$ cat config.mk
export PLATFORM = sky130hd
export DESIGN_NAME = mem_boot_arbiter
export DESIGN_NICKNAME = d
export VERILOG_FILES = /design/src/rtl/mem_boot_arbiter_pkg.sv /design/src/rtl/mem_boot_arbiter_mem_port_mux.sv /design/src/rtl/mem_boot_arbiter.sv
export SDC_FILE = /design/constraint.sdc
export NUM_CORES = 1
export LEC_CHECK = 0
export CAP_MARGIN = 10
export CORE_MARGIN = 1
export CORE_UTILIZATION = 39
export DETAILED_ROUTE_END_ITERATION = 10
export PLACE_DENSITY = 0.95
export REMOVE_ABC_BUFFERS = 1
export SYNTH_ARGS = -nofsm -noshare
export SYNTH_HDL_FRONTEND = slang
export SYNTH_SLANG_ARGS = --single-unit
$ cat constraint.sdc
create_clock -name clk -period 3.7 [get_ports clk]
set_clock_uncertainty 0.15 [all_clocks]
set_input_delay 0.37 -clock clk [delete_from_list [all_inputs] [get_ports clk]]
set_output_delay 0.37 -clock clk [all_outputs]
set_load 0.05 [all_outputs]
$ cat src/rtl/mem_boot_arbiter_pkg.sv
// -----------------------------------------------------------------------------
// mem_boot_arbiter_pkg
// Shared constants for the boot sequencer / memory arbiter slice.
//   - FSM state encodings (3 bits, values are visible on state_o)
//   - default memory geometry (AW/DW)
//   - hold-delay counter sizing
// -----------------------------------------------------------------------------
package mem_boot_arbiter_pkg;

    localparam int AW_DEF       = 5;   // 32 memory locations
    localparam int DW_DEF       = 8;   // byte-wide memory
    localparam int HOLD_CYC_MAX = 15;  // largest supported reset hold delay
    localparam int HOLD_CNT_W   = 4;   // wide enough for HOLD_CYC_MAX

    typedef logic [2:0] state_t;

    localparam state_t ST_IDLE = 3'd0;
    localparam state_t ST_LOAD = 3'd1;
    localparam state_t ST_HOLD = 3'd2;
    localparam state_t ST_RUN  = 3'd3;
    localparam state_t ST_HALT = 3'd4;

endpackage

$ cat src/rtl/mem_boot_arbiter_mem_port_mux.sv
// -----------------------------------------------------------------------------
// mem_port_mux
// Combinational select of the single memory port between the external loader
// and the CPU core.
//   state                      : current boot FSM state
//   ewr/ead/edat               : loader write strobe, address, data
//   cpu_req/cpu_we/cpu_addr/
//   cpu_wdata/cpu_halt         : CPU request side
//   mem_we/mem_addr/mem_wdata  : memory port
//   cpu_gnt                    : CPU request accepted this cycle
//   ld_wr                      : loader write performed this cycle (for counting)
//
// Handshake: cpu_req is a valid, cpu_gnt is the ready. A transfer happens in
// the cycle where both are high; a request that sees cpu_gnt=0 must be held
// unchanged by the CPU until it is granted.
// -----------------------------------------------------------------------------
module mem_port_mux
    import mem_boot_arbiter_pkg::*;
#(
    parameter int AW = AW_DEF,
    parameter int DW = DW_DEF
) (
    input  state_t        state,
    input  logic          ewr,
    input  logic [AW-1:0] ead,
    input  logic [DW-1:0] edat,
    input  logic          cpu_req,
    input  logic          cpu_we,
    input  logic [AW-1:0] cpu_addr,
    input  logic [DW-1:0] cpu_wdata,
    input  logic          cpu_halt,
    output logic          mem_we,
    output logic [AW-1:0] mem_addr,
    output logic [DW-1:0] mem_wdata,
    output logic          cpu_gnt,
    output logic          ld_wr
);

    always_comb begin
        mem_we    = 1'b0;
        mem_addr  = '0;
        mem_wdata = '0;
        cpu_gnt   = 1'b0;
        ld_wr     = 1'b0;
        case (state)
            ST_LOAD, ST_HALT: begin
                if (ewr) begin
                    mem_we    = 1'b1;
                    mem_addr  = ead;
                    mem_wdata = edat;
                    ld_wr     = 1'b1;
                end
            end
            ST_RUN: begin
                if (ewr) begin
                    // Fixed loader priority: the CPU simply retries next cycle.
                    mem_we    = 1'b1;
                    mem_addr  = ead;
                    mem_wdata = edat;
                    ld_wr     = 1'b1;
                end else begin
                    mem_addr  = cpu_addr;
                    mem_wdata = cpu_wdata;
                    // A halting CPU gets nothing, even in the cycle halt rises.
                    cpu_gnt   = cpu_req & ~cpu_halt;
                    mem_we    = cpu_gnt & cpu_we;
                end
            end
            default: ;
        endcase
    end

endmodule

$ cat src/rtl/mem_boot_arbiter.sv
// -----------------------------------------------------------------------------
// mem_boot_arbiter
// Boot sequencer and memory arbiter. Holds the CPU in reset while the loader
// writes a program image, releases it HOLD_CYC cycles after ld_done, then
// shares the memory between loader (priority) and CPU.
//   clk, rstreq            : clock, asynchronous active-low reset
//   ld_start, ld_done      : load session open / close pulses
//   ewr, ead, edat         : loader write port
//   cpu_req ... cpu_halt   : CPU memory request side and halt level
//   cpu_gnt                : CPU request accepted this cycle
//   cpu_rvalid, cpu_rdata  : read response, one cycle after a granted read
//   cpu_rst_n              : registered CPU reset, active-low
//   mem_we/addr/wdata      : memory port, mem_rdata is the 1-cycle sync read
//   state_o                : current FSM state
//   wr_count               : loader writes accepted in current/last session
// -----------------------------------------------------------------------------
module mem_boot_arbiter
    import mem_boot_arbiter_pkg::*;
#(
    parameter int AW       = AW_DEF,
    parameter int DW       = DW_DEF,
    parameter int HOLD_CYC = 4
) (
    input  logic          clk,
    input  logic          rstreq,
    input  logic          ld_start,
    input  logic          ld_done,
    input  logic          ewr,
    input  logic [AW-1:0] ead,
    input  logic [DW-1:0] edat,
    input  logic          cpu_req,
    input  logic          cpu_we,
    input  logic [AW-1:0] cpu_addr,
    input  logic [DW-1:0] cpu_wdata,
    input  logic          cpu_halt,
    output logic          cpu_gnt,
    output logic          cpu_rvalid,
    output logic [DW-1:0] cpu_rdata,
    output logic          cpu_rst_n,
    output logic          mem_we,
    output logic [AW-1:0] mem_addr,
    output logic [DW-1:0] mem_wdata,
    input  logic [DW-1:0] mem_rdata,
    output logic [2:0]    state_o,
    output logic [AW:0]   wr_count
);

    localparam logic [HOLD_CNT_W-1:0] HOLD_LAST = HOLD_CNT_W'(HOLD_CYC - 1);
    localparam logic [AW:0]           CNT_SAT   = {(AW+1){1'b1}};

    state_t                state;
    state_t                state_nxt;
    logic [HOLD_CNT_W-1:0] hold_cnt;
    logic [AW:0]           wr_count_q;
    logic                  rst_n_q;
    logic                  rvalid_q;
    logic [DW-1:0]         rdata_q;
    logic                  ld_wr;

    mem_port_mux #(
        .AW(AW),
        .DW(DW)
    ) u_mux (
        .state     (state),
        .ewr       (ewr),
        .ead       (ead),
        .edat      (edat),
        .cpu_req   (cpu_req),
        .cpu_we    (cpu_we),
        .cpu_addr  (cpu_addr),
        .cpu_wdata (cpu_wdata),
        .cpu_halt  (cpu_halt),
        .mem_we    (mem_we),
        .mem_addr  (mem_addr),
        .mem_wdata (mem_wdata),
        .cpu_gnt   (cpu_gnt),
        .ld_wr     (ld_wr)
    );

    // ld_start overrides everything else (including ld_done in the same
    // cycle) and always (re)opens a session.
    always_comb begin
        state_nxt = state;
        if (ld_start) begin
            state_nxt = ST_LOAD;
        end else begin
            case (state)
                ST_IDLE: ;
                ST_LOAD: if (ld_done) state_nxt = ST_HOLD;
                ST_HOLD: if (hold_cnt == HOLD_LAST) state_nxt = ST_RUN;
                ST_RUN:  if (cpu_halt) state_nxt = ST_HALT;
                ST_HALT: ;
                default: state_nxt = ST_IDLE;
            endcase
        end
    end

    always_ff @(posedge clk or negedge rstreq) begin
        if (!rstreq) begin
            state      <= ST_IDLE;
            hold_cnt   <= '0;
            wr_count_q <= '0;
            rst_n_q    <= 1'b0;
            rvalid_q   <= 1'b0;
            rdata_q    <= '0;
        end else begin
            state <= state_nxt;

            // Counts HOLD cycles; starts from zero on every HOLD entry.
            if (state == ST_HOLD) begin
                hold_cnt <= hold_cnt + 1'b1;
            end else begin
                hold_cnt <= '0;
            end

            if (ld_start) begin
                wr_count_q <= '0;
            end else if (ld_wr && (wr_count_q != CNT_SAT)) begin
                wr_count_q <= wr_count_q + 1'b1;
            end

            // Registered from the next state so the CPU leaves reset on the
            // first RUN cycle and re-enters it on the first LOAD cycle.
            rst_n_q <= (state_nxt == ST_RUN) || (state_nxt == ST_HALT);

            rvalid_q <= cpu_gnt & ~cpu_we;
            if (rvalid_q) begin
                rdata_q <= mem_rdata;
            end
        end
    end

    // The memory already registers the read, so during the rvalid cycle the
    // data is passed straight through; rdata_q keeps it stable afterwards.
    assign cpu_rdata  = rvalid_q ? mem_rdata : rdata_q;
    assign cpu_rvalid = rvalid_q;
    assign cpu_rst_n  = rst_n_q;
    assign state_o    = state;
    assign wr_count   = wr_count_q;

endmodule

==> flow_summary.yaml <==
timing:
  grt_setup_unrepaired: "no"
  fin_ws_ps: 558
  fin_crit_ps: 3140
  fin_tns_setup_ps: 0
  slew_viol_final: 0
  worst_slew_pin_slew_ps: 963
  max_slew_margin_pct: 35.6
  hold_viol: 0
  fmax_mhz: 318
  period_share_pct: 84.9
  finalSetupViolCount: 0
power_and_ir_drop:
  ir_worst_vdd_mv: 0.224
  power.density_nw_per_um2: 361
  finalPower_mw: 0.717
  leakage_nw: 0.821
cts:
  cts.sinks: 23
  cts_setup_buffers: 0
  cts_max_level: 1
  cts_buffers: 3
  cts_root_buf: "clkbuf_4"
  clock_latency_ps: 310
  clkSlewWorstSetupHoldPaths_ps: 120
  cts_tree: "built"
  hold_buffers: 0
  cts_resized: 0
  clockBufferDepth: 2
placement:
  place_congestion: 0.816
  placed_area_um2: 1960
  dp_slack_ps: 731
  dp_hpwl_um: 2640
  portBuffers: 75
finish:
  layout_commonest_cell: "clkdlybuf4s50_1"
  stdcell_area_um2: 1990
  final_util_pct: 70.2
  final_cell_mix: "clkdlybuf4s50_1, dfrtp_1, a22o_1, mux2_2, nor2_1"
  nNetsFinal: 230
  syn_to_final_growth_pct: 66.5
  drive_gt1_share_pct: 8.11
  diodes: 0
  fill_cells: 216
synth:
  synthTopCellsByArea: "dfrtp_1, a22o_1, mux2_2"
  yosys_warnings: 0
  syn-cell-area_um2: 1190
  synth_top_area_share_pct: 48.2
  yosysTopAreaCell: "dfrtp_1"
  async_reset_ff_share_pct: 100
  synth.avg_cell_area_um2: 10.9
  yosys.cell_types.count: 34
  synthFlopType: "dfrtp_1"
  synth_seq_cells: 23
  synth_edf_count: 0
  syn_inst: 110
  ys_seq_area_share_pct: 48.2
critical_path:
  arrival_ps: 2620
  worstPathMaxFanout: 14
  critPathKind: "register to output port"
  cp.required_ps: 3180
  cp-start-kind: "register"
  cp-end-kind: "output port"
routing:
  via_per_inst: 5.69
  vias: 1228
  ant_nets: 0
  wirelength_um: 3270
  drcViolationCount: 6
  wl_per_cell_um: 15.1
  dr.pass1.iters: 8
  drt_iter0_drc: 48
die:
  ios: 76
  coreArea_um2: 2830
  initial_utilization_pct: 42.2
  num_rows: 19
  die_height_um: 57.3
  die_x_um: 57.3
  dieArea_um2: 3290
job:
  maxCapViolations: 0
global_routing:
  grt_max_degree: 24
  antenna_found_initial: 0
  grt_usage_pct: 22.3
  grt_pass1_wl_um: 5440
  first_global_vias: 1242
  grt-ovfl-total: 0
run_status:
  violations: "DRC"
  status: "complete, but fails checks"
min_path:
  hold_path_class: "register to register"
[final timing paths]
check	cells after the start	endpoint	start	slack, ps
setup / recovery	4	mem_addr[1]	state_o[0]$_DFF_PN0_	560
hold / removal	1	hold_cnt[0]$_DFF_PN0_	hold_cnt[0]$_DFF_PN0_	330
setup reg to reg	4	cpu_rvalid$_DFF_PN0_	state_o[0]$_DFF_PN0_	1870
hold reg to reg	1	hold_cnt[0]$_DFF_PN0_	hold_cnt[0]$_DFF_PN0_	330
max in group asynchronous	1	wr_count[0]$_DFFE_PN0P_	rstreq	2390
min in group asynchronous	1	rdata_q[4]$_DFF_PN0_	rstreq	430
[cell families (layout without fill, tap and decap cells)]
| kind of cell | count (synthesis) | count (layout) | synth area share (%) |
|---|---|---|---|
| flops | 23 | 23 | 48.2 |
| simple gates | 38 | 38 | 17.9 |
| fa+ha+maj | 2 | 2 | 2.10 |
| mux | 10 | 10 | 9.22 |
| buf+inv | 8 | 83 | 3.14 |
| xor+xnor | 3 | 3 | 2.20 |
| compound gates | 26 | 26 | 17.2 |
[per-layer routing]
layer	up-vias	GRT usage (%)	wire, um
met5	-	0	0
met4	0	11.8	90
met3	10	5.90	360
met2	94	41.3	1620
met1	567	22.9	1190
li1	557	-	-
[cells in the mapped netlist, types with 3 or more instances]
cell      instances
nand3_1           5
a21oi_1           4
a22o_1           13
nor2b_1           3
dfrtp_1          23
nand2_1           5
nand4_1           3
nor2_1            7
mux2_2            8
nand2b_1          3
inv_1             4
[worst max-delay path, cell delays in order, from the launching register on]
cell and delay, ps:
dfrtp_1 530, and2b_4 240, and3b_1 480, a22o_1 250, clkdlybuf4s50_1 820
[cell type report]
class / count / area [um^2] / share of cell area (%)
multi-input cells: 79 / 581 / 29.2
flip-flops and latches: 23 / 576 / 29.0
clock buffers: 4 / 26.3 / 1.32
inverters: 4 / 15.0 / 0.756
well taps: 31 / 38.8 / 1.95
repair buffers: 75 / 751 / 37.8
[state kept, by name, summed over array words and instances, names as in the netlist]
| name | flops |
|---|---|
| wr_count | 6 |
| rdata_q | 8 |
| cpu_rvalid | 1 |
| cpu_rst_n | 1 |
| state_o | 3 |
| hold_cnt | 4 |
[metrics by stage]
step	cells	hold WS, ps
after detailed placement	212	317
after global routing	216	361
after CTS	216	340
after floorplan	106	-75.6
final	216	332
after global placement	212	300
[report_power, final]
part	switching (mW)	total, mW	internal (mW)
Combinational	0.187	0.316	0.129
Clock	0.0717	0.114	0.0422
Sequential	0.0138	0.287	0.273
Note: power is estimated with default switching activity, not from simulation.
